`src/rtl/vm_pkg.sv`:
```
// ============================================================================
// Module   : vm_pkg
// Brief    : Shared types and helpers for the multi-candidate voting machine.
// Revision : 1.0
// ============================================================================
`default_nettype none

package vm_pkg;

    localparam int c_MAX_BTNS = 16;
    localparam int c_SEL_W    = 4;

    typedef enum logic [1:0] {
        IDLE     = 2'd0,
        HOLD     = 2'd1,
        CAST     = 2'd2,
        WAIT_REL = 2'd3
    } vm_state_t;

    // True when exactly one bit is set (clears the lowest set bit and tests for zero).
    function automatic logic is_single(input logic [c_MAX_BTNS-1:0] v);
        return (v != '0) && ((v & (v - 16'd1)) == '0);
    endfunction

    function automatic logic [c_SEL_W-1:0] onehot_idx(input logic [c_MAX_BTNS-1:0] v);
        logic [c_SEL_W-1:0] idx;
        idx = '0;
        for (int i = 0; i < c_MAX_BTNS; i++) begin
            if (v[i]) idx = c_SEL_W'(i);
        end
        return idx;
    endfunction

endpackage

`default_nettype wire

```
`src/rtl/vm_hold_timer.sv`:
```
// ============================================================================
// Module   : vm_hold_timer
// Brief    : Loadable up/down counter with clear, enable and a done compare.
// Revision : 1.0
// ============================================================================
`default_nettype none

module vm_hold_timer #(
    parameter int W        = 8,
    parameter bit UP       = 1'b1,
    parameter int DONE_VAL = 0
) (
    input  logic         clk,
    input  logic         rst,
    input  logic         clear,
    input  logic         load,
    input  logic [W-1:0] load_val,
    input  logic         enable,
    output logic [W-1:0] count,
    output logic         done
);

    logic [W-1:0] r_count;

    // Down mode stops at zero so an idle timer stays expired.
    always_ff @(posedge clk or negedge rst) begin
        if (!rst) begin
            r_count <= '0;
        end else if (clear) begin
            r_count <= '0;
        end else if (load) begin
            r_count <= load_val;
        end else if (enable) begin
            if (UP) begin
                r_count <= r_count + W'(1);
            end else if (r_count != '0) begin
                r_count <= r_count - W'(1);
            end
        end
    end

    assign count = r_count;
    assign done  = (r_count == W'(DONE_VAL));

endmodule

`default_nettype wire

```
`src/rtl/vm_multi.sv`:
```
// ============================================================================
// Module   : vm_multi
// Brief    : N-candidate voting machine with hold-to-cast, saturating tallies
//            and a vote LED. Optional macro VM_ARM_EN enables one-vote-per-arm.
// Revision : 1.0
// ============================================================================
`default_nettype none

module vm_multi
    import vm_pkg::*;
#(
    parameter int N_CAND      = 2,
    parameter int CTR_W       = 3,
    parameter int HOLD_CYCLES = 3000000,
    parameter int LED_CYCLES  = 1000000
) (
    input  logic                          clk,
    input  logic                          rst,
    input  logic [N_CAND-1:0]             vote_btn,
    input  logic                          null_btn,
    input  logic                          arm,
    output logic                          led,
    output logic [(N_CAND+1)*CTR_W-1:0]   ctr,
    output logic                          sat,
    output logic                          armed
);

    localparam int               c_NB        = N_CAND + 1;
    localparam int               c_HOLD_W    = $clog2(HOLD_CYCLES + 1);
    localparam int               c_LED_W     = $clog2(LED_CYCLES + 1);
    localparam logic [CTR_W-1:0] c_TALLY_MAX = {CTR_W{1'b1}};

    vm_state_t              r_state, w_state_next;
    logic [c_SEL_W-1:0]     r_sel;
    logic [c_NB-1:0]        w_btn;
    logic [c_MAX_BTNS-1:0]  w_btn_ext;
    logic                   w_single, w_match, w_can_vote;
    logic                   w_sel_load, w_hold_load, w_hold_en, w_hold_clear, w_cast;
    logic                   w_hold_done;
    logic [c_HOLD_W-1:0]    w_unused_hold_cnt;
    logic [c_LED_W-1:0]     w_led_cnt;
    logic                   w_led_done;
    logic [c_NB-1:0]        w_at_max;
    logic                   r_led, r_sat;

    assign w_btn     = {null_btn, vote_btn};
    assign w_btn_ext = c_MAX_BTNS'(w_btn);
    assign w_single  = is_single(w_btn_ext);
    assign w_match   = (w_btn == (c_NB'(1) << r_sel));

`ifdef VM_ARM_EN
    logic r_armed;

    // A coincident arm wins over the clear from CAST.
    always_ff @(posedge clk or negedge rst) begin
        if (!rst)        r_armed <= 1'b0;
        else if (arm)    r_armed <= 1'b1;
        else if (w_cast) r_armed <= 1'b0;
    end

    assign armed      = r_armed;
    assign w_can_vote = r_armed;
`else
    logic w_unused_arm;
    assign w_unused_arm = arm;
    assign armed        = 1'b1;
    assign w_can_vote   = 1'b1;
`endif

    always_ff @(posedge clk or negedge rst) begin
        if (!rst) begin
            r_state <= IDLE;
            r_sel   <= '0;
        end else begin
            r_state <= w_state_next;
            if (w_sel_load) r_sel <= onehot_idx(w_btn_ext);
        end
    end

    always_comb begin
        w_state_next = r_state;
        w_sel_load   = 1'b0;
        w_hold_load  = 1'b0;
        w_hold_en    = 1'b0;
        w_cast       = 1'b0;
        unique case (r_state)
            IDLE: begin
                if (w_can_vote && w_single) begin
                    w_sel_load = 1'b1;
                    if (HOLD_CYCLES == 1) begin
                        w_state_next = CAST;
                    end else begin
                        w_hold_load  = 1'b1;
                        w_state_next = HOLD;
                    end
                end else if (w_btn != '0 && !w_single) begin
                    w_state_next = WAIT_REL;
                end
            end
            HOLD: begin
                if (w_match) begin
                    w_hold_en = 1'b1;
                    if (w_hold_done) w_state_next = CAST;
                end else if (w_btn == '0) begin
                    w_state_next = IDLE;
                end else begin
                    w_state_next = WAIT_REL;
                end
            end
            CAST: begin
                w_cast       = 1'b1;
                w_state_next = WAIT_REL;
            end
            WAIT_REL: begin
                if (w_btn == '0) w_state_next = IDLE;
            end
            default: w_state_next = IDLE;
        endcase
    end

    assign w_hold_clear = (r_state != HOLD) && !w_hold_load;

    // done fires when the count is one short, so this sample completes the hold.
    vm_hold_timer #(
        .W        (c_HOLD_W),
        .UP       (1'b1),
        .DONE_VAL (HOLD_CYCLES - 1)
    ) u_hold_timer (
        .clk      (clk),
        .rst      (rst),
        .clear    (w_hold_clear),
        .load     (w_hold_load),
        .load_val (c_HOLD_W'(1)),
        .enable   (w_hold_en),
        .count    (w_unused_hold_cnt),
        .done     (w_hold_done)
    );

    vm_hold_timer #(
        .W        (c_LED_W),
        .UP       (1'b0),
        .DONE_VAL (1)
    ) u_led_timer (
        .clk      (clk),
        .rst      (rst),
        .clear    (1'b0),
        .load     (w_cast),
        .load_val (c_LED_W'(LED_CYCLES)),
        .enable   (1'b1),
        .count    (w_led_cnt),
        .done     (w_led_done)
    );

    // led tracks the timer's next value so it is a true register yet matches count != 0.
    always_ff @(posedge clk or negedge rst) begin
        if (!rst) begin
            r_led <= 1'b0;
            r_sat <= 1'b0;
        end else begin
            r_led <= w_cast || ((w_led_cnt != '0) && !w_led_done);
            r_sat <= |w_at_max;
        end
    end

    assign led = r_led;
    assign sat = r_sat;

    for (genvar i = 0; i < c_NB; i++) begin : g_tally
        logic [CTR_W-1:0] r_tally;

        always_ff @(posedge clk or negedge rst) begin
            if (!rst) begin
                r_tally <= '0;
            end else if (w_cast && (r_sel == c_SEL_W'(i)) && !w_at_max[i]) begin
                r_tally <= r_tally + CTR_W'(1);
            end
        end

        assign w_at_max[i]              = (r_tally == c_TALLY_MAX);
        assign ctr[i*CTR_W +: CTR_W]    = r_tally;
    end

endmodule

`default_nettype wire

```
`config.mk`:
```
export PLATFORM = sky130hd
export DESIGN_NAME = vm_multi
export DESIGN_NICKNAME = d
export VERILOG_FILES = /design/src/rtl/vm_pkg.sv /design/src/rtl/vm_hold_timer.sv /design/src/rtl/vm_multi.sv
export SDC_FILE = /design/constraint.sdc
export NUM_CORES = 1
export LEC_CHECK = 0
export BUFFER_PORTS_ARGS = -buffer_cell sky130_fd_sc_hd__clkbuf_2
export CORE_ASPECT_RATIO = 0.8
export CORE_UTILIZATION = 35
export DETAILED_ROUTE_END_ITERATION = 8
export SLEW_MARGIN = 20
export SYNTH_ARGS = -nofsm -noshare
export SYNTH_HDL_FRONTEND = slang
export SYNTH_SLANG_ARGS = --single-unit
```
`constraint.sdc`:
```
create_clock -name clk -period 2.2 [get_ports clk]
set_input_delay 0.11 -clock clk [delete_from_list [all_inputs] [get_ports clk]]
set_output_delay 0.11 -clock clk [all_outputs]
set_load 0.02 [all_outputs]
```
==> results of run 1 <==
==> sequential cells by signal, indices dropped and copies added (netlist names) <==
name,count
g_tally.r_tally,9
r_sel,2
sat,1
u_hold_timer.count,22
r_state,2
u_led_timer.count,20
led,1
==> cells in the final DEF, fill, tap and decap left out, types with 3 or more instances in the layout <==
cell type,instances
nor4_1,6
clkbuf_2,15
a211oi_1,9
nor2_1,42
o2111ai_1,6
ha_1,10
xnor2_1,19
mux2i_1,3
mux2_2,7
xor2_1,15
or3_1,6
clkbuf_16,9
nand2_1,25
nand4_1,5
nand3_1,10
nand2b_1,4
a21oi_1,15
a31oi_1,4
and3_1,5
nor3_1,6
buf_4,14
dfrtp_1,57
inv_1,8
o21ai_0,9
==> report_power, final <==
part           switching, mW  total [mW]  leakage [nW]  internal (mW)
registers              0.211        1.45         0.730           1.24
logic                  0.454       0.805         0.698          0.351
clock network          0.478        1.53         0.162           1.05
total                   1.14        3.78          1.59           2.64
==> routing by layer <==
layer,track usage,share of wire
met1,0.210,0.51
met2,0.248,0.45
met3,0.0269,0.024
met4,0.0688,0.014
met5,0,0
==> cell type report <==
| type | instances | area [um^2] |
|---|---|---|
| Clock inverter | 5 | 77.6 |
| Clock buffer | 11 | 253 |
| Multi-Input combinational cell | 244 | 1670 |
| Inverter | 8 | 30.0 |
| Sequential cell | 57 | 1430 |
| Tap cell | 112 | 140 |
| Timing Repair Buffer | 30 | 190 |
| Fill cell | 831 | 4850 |
==> path summary, 6_finish.rpt <==
kind | slack (ns) | endpoint | startpoint
hold reg to reg | 0.49 | g_tally[2].r_tally[0] | g_tally[2].r_tally[0]
setup reg to reg | 0.12 | u_led_timer.count[19] | u_led_timer.count[11]
min in group asynchronous | 0.47 | u_hold_timer.count[19] | rst
setup / recovery | 0.12 | u_led_timer.count[19] | u_led_timer.count[11]
max in group asynchronous | 1.24 | u_hold_timer.count[9] | rst
hold / removal | 0.12 | r_sel[0] | null_btn
==> kinds of logic after synthesis <==
family | Yosys count | synth area share
AOI/OAI and AO/OA | 57 | 0.131
xor gates and xnor gates | 34 | 0.0940
adders and majority gates | 10 | 0.0395
buffers and inverters | 19 | 0.0253
DFF | 57 | 0.450
muxes | 10 | 0.0344
other | 1 | 0.00118
and+or+nand+nor | 132 | 0.224
==> per-stage QoR <==
step | instances | util
floorplan | 320 | -
global placement | 450 | 0.398
detailed placement | 450 | 0.398
CTS | 467 | 0.438
global route | 467 | 0.439
finish | 467 | 0.439
==> worst reg2reg max path, stage by stage, from the launching register on <==
cell      delay [ns]
dfrtp_1         0.39
or4_4           0.59
nor4b_4         0.39
and2_4          0.22
a21boi_1        0.05
a311o_1         0.32
==> what timing repair did <==
action | CTS | global route
endpoints found under the hold margin | 57 | 0
resized for setup | 0 | 1
hold buffers | 1 | 0
endpoints found under the setup margin | 0 | 1
==> flow_metrics.tcl, run 1 <==
set metrics [dict create \
    finalNetCount 366 \
    vias_per_cell 5.21 \
    htree_levels 3 \
    overflow 0 \
    port_buffers 15 \
    crit_buf_inv 0 \
    critPathKind "register to register" \
    syn_area_um2 3170 \
    postRouteAntennaNets 0 \
    synthMostInstantiatedCell "dfrtp_1" \
    crit_family "simple AND/OR/NAND/NOR gates" \
    synth.avg_cell_area_um2 9.90 \
    dr.pass1.iters 4 \
    clock_sinks 57 \
    place_ws_ns 0.127 \
    vias 2435 \
    dp_hpwl_mm 4.28 \
    synth_top_area_cell "dfrtp_1" \
    insertion_delay_ns 0.32 \
    cts_buffers 9 \
    syn_to_final_growth_pct 19.6 \
    finalWorstSetupSlack_ns 0.122 \
    cts_buffer_depth 2 \
    ff2ff_path_depth 5 \
    syn-num-nets 336 \
    synth_edf_count 0 \
    cp_data_arrival_time_ns 2.28 \
    outcome "finished, final reports clean" \
    crit_slowest_cell "or4_4" \
    die_w_um 108 \
    async_flop_share 1.00 \
    hold_viol_final 0 \
    ys_ff_latch 57 \
    coreArea_um2 8630 \
    cp_num_cells 5 \
    worstPathCellList "or4_4 -> nor4b_4 -> and2_4 -> a21boi_1 -> a311o_1" \
    synth_area_leaders "dfrtp_1, xnor2_1, nor2_1" \
    cts_root_buf "clkbuf_16" \
    postRouteWirelength_mm 6.37 \
    drive_gt1_frac 0.183 \
    grt_use_total 0.156 \
    slowest_delay_ns 0.59 \
    drc 0 \
    whs_ns 0.123 \
    grt_pass1_vias 2493 \
    worstMarginPinSlew_ns 0.721 \
    cp-start-kind "register" \
    cts_setup_buffers 0 \
    fin_skew_ns 0.00482 \
    postSynthCellCount 320 \
    yosys-top-cells-count "dfrtp_1, nor2_1, nand2_1" \
    slew_violations 0 \
    power_density_nw_per_um2 999 \
    yosys_most_used_dff "dfrtp_1" \
    synth_top_area_share 0.450 \
    rows 30 \
    grt_max_degree 58 \
    die_h_um 87.1 \
    required_ns 2.41 \
    final_cell_area_um2 3790 \
    rsz0062_at_grt "no" \
    postPlaceCellArea_um2 3440 \
    layout_worst_path_cycle_share 0.944 \
    hold_path_class "input port to register" \
    antenna_found_initial 0 \
    end_kind "register" \
    io-pin-count 18 \
    gp_congestion 0.750 \
    fmax_ghz 0.481 \
    tns_ns 0 \
    grt_pass1_wl_mm 11.5 \
    cts.clk_slew.worst_paths_ns 0.05 \
    diodes 0 \
    ys_types 57 \
    finalSetupViolations 0 \
    leakage_nw 1.59 \
    hold_depth 2 \
    initial_core_util 0.367 \
    peakVddDrop_v 0.000674 \
    ys_seq_area_frac 0.450 \
    yosysWarnings 0 \
    drv_cap 0 \
    slew_headroom 0.519 \
    cp_max_fo 5 \
    cts_tree "yes" \
    first_iter_violations 94 \
    routedWlPerCell_um 13.6 \
    period_minus_slack_ns 2.08 \
    dieArea_um2 9440 \
    power_mw 3.78 \
]
Note: power is estimated with default switching activity, not from simulation.
==> run 2, diff against run 1 <==
--- a/config.mk
+++ b/config.mk
@@ -7,7 +7,7 @@
 export LEC_CHECK = 0
 export BUFFER_PORTS_ARGS = -buffer_cell sky130_fd_sc_hd__clkbuf_2
 export CORE_ASPECT_RATIO = 0.8
-export CORE_UTILIZATION = 35
+export CORE_UTILIZATION = 30
 export DETAILED_ROUTE_END_ITERATION = 8
 export SLEW_MARGIN = 20
 export SYNTH_ARGS = -nofsm -noshare
==> run 2 against run 1 <==
Net effect: via count decreased by 0.12%; count of clock-buffer cells in the layout increased by 1; first-iteration DRC count decreased by 3.2%; combinational power decreased by 1%; die area increased by 16%; core utilization decreased by 7.1 points; sequential power about the same; critical endpoint is now u_led_timer.count[5].
==> flow_metrics.tcl, run 2 (synthesized netlist as in run 1, its figures left out) <==
set metrics [dict create \
    outcome "finished, final reports clean" \
    antenna_found_initial 0 \
    drc 0 \
    slew_headroom 0.518 \
    die_w_um 117 \
    final_cell_mix "dfrtp_1, nor2_1, nand2_1" \
    io-pin-count 18 \
    whs_ns 0.144 \
    dpl.cell_count 477 \
    grt_pass1_wl_mm 11.6 \
    cp-start-kind "register" \
    vias_per_cell 4.93 \
    power_density_nw_per_um2 936 \
    final_common_cell "dfrtp_1" \
    initial_core_util 0.309 \
    die_h_um 93.9 \
    fin_cells 493 \
    met1_length_mm 3.28 \
    postRouteAntennaNets 0 \
    crit_slowest_cell "or4_4" \
    slowest_delay_ns 0.59 \
    worstHoldEndpoint "r_sel[0]" \
    hold_path_class "input port to register" \
    dieArea_um2 11000 \
    crit_buf_inv 0 \
    cp_data_arrival_time_ns 2.25 \
    routedWlPerCell_um 13.0 \
    timing.rr.end "u_led_timer.count[5]" \
    end_kind "register" \
    cts_buffer_depth 2 \
    drive_gt1_frac 0.178 \
    rsz0062_at_grt "no" \
    peakVddDrop_v 0.000382 \
    dp_hpwl_mm 4.45 \
    clock_sinks 57 \
    cts_buffers 9 \
    grt_max_degree 32 \
    postRouteWirelength_mm 6.39 \
    fmax_ghz 0.488 \
    vias 2432 \
    grt_use_total 0.138 \
    finalSetupViolations 0 \
    fin_skew_ns 0.00560 \
    worstPathCellList "or4_4 -> nor4b_4 -> nand4_2 -> or3b_2 -> a21oi_1" \
    htree_levels 3 \
    slew_violations 0 \
    period_minus_slack_ns 2.05 \
    hold_depth 2 \
    cp_max_fo 8 \
    insertion_delay_ns 0.33 \
    leakage_nw 1.57 \
    route.met3.wl_um 251 \
    ff2ff_path_depth 5 \
    first_iter_violations 91 \
    hold_viol_final 0 \
    drv_cap 0 \
    reg2reg_from "u_led_timer.count[11]" \
    layout_worst_path_cycle_share 0.931 \
    dr_wl_met2_mm 2.74 \
    coreArea_um2 10200 \
    diodes 0 \
    cts_setup_buffers 0 \
    critPathKind "register to register" \
    rrSetupSlack_ns 0.15 \
    cts_tree "yes" \
    required_ns 2.40 \
    finalNetCount 365 \
    crit_family "simple AND/OR/NAND/NOR gates" \
    largest_reg_flops 22 \
    cts_root_buf "clkbuf_16" \
    dr.pass1.iters 4 \
    grt_pass1_vias 2404 \
    port_buffers 15 \
    worstMarginPinSlew_ns 0.723 \
    cts.clk_slew.worst_paths_ns 0.05 \
    min_from "null_btn" \
    overflow 0 \
    fillers 1052 \
    tns_ns 0 \
    highest_layer "met4" \
    syn_to_final_growth_pct 19.0 \
    rows 33 \
    gp_congestion 0.806 \
]
-- run 2: cell types whose count changed in the layout (fill, tap and decap cells not counted), sizes merged --
cell | before | now
buf | 14 | 13
bufinv | 2 | 0
clkbuf | 26 | 27
clkinv | 2 | 3
clkinvlp | 1 | 0
-- run 2: through the flow --
stage	total power [mW]	area (um^2)	setup WS, ns	utilization
after floorplan	2.00	3170	0.260	-
after global placement	2.23	3480	0.155	0.340
after detailed placement	2.26	3480	0.162	0.340
after CTS	3.58	3770	0.153	0.368
after global routing	3.78	3770	0.00897	0.368
final	3.53	3770	0.153	0.368
-- run 2: power by group --
part           internal (mW)  switching [mW]
clock network          0.838           0.448
logic                  0.351           0.444
registers               1.24           0.204
total                   2.43            1.10
-- run 2: final cells by class --
class                      count  area, um^2  area share
multi-input combinational    244        1660       0.441
timing repair buffer          29         195      0.0518
clock buffer                  12         267      0.0707
inverter                       8        30.0     0.00797
clock inverter                 3        15.0     0.00398
tap                          140         175      0.0465
sequential                    57        1430       0.378
-- run 2: worst max path at each step --
stage	start	endpoint	slack [ns]	depth (start not counted)
CTS	u_led_timer.count[11]	u_led_timer.count[5]	0.15	5
global route	u_hold_timer.count[0]	u_hold_timer.count[16]	0.009	6
finish	u_led_timer.count[11]	u_led_timer.count[5]	0.15	5
floorplan	u_led_timer.count[8]	u_led_timer.count[19]	0.26	5
detailed placement	u_led_timer.count[10]	u_led_timer.count[5]	0.16	5
global placement	u_led_timer.count[11]	u_led_timer.count[5]	0.16	5
-- run 2: metal layers --
layer  vias up  global-route usage
li1       1211                   -
met1      1171               0.196
met2        40               0.194
met3        10              0.0426
met4         0              0.0506
met5         -                   0
-- run 2: repair_timing --
item | in CTS | in global routing
hold buffers | 1 | 0
resized for setup | 0 | 0
endpoints found under the hold margin | 26 | 0
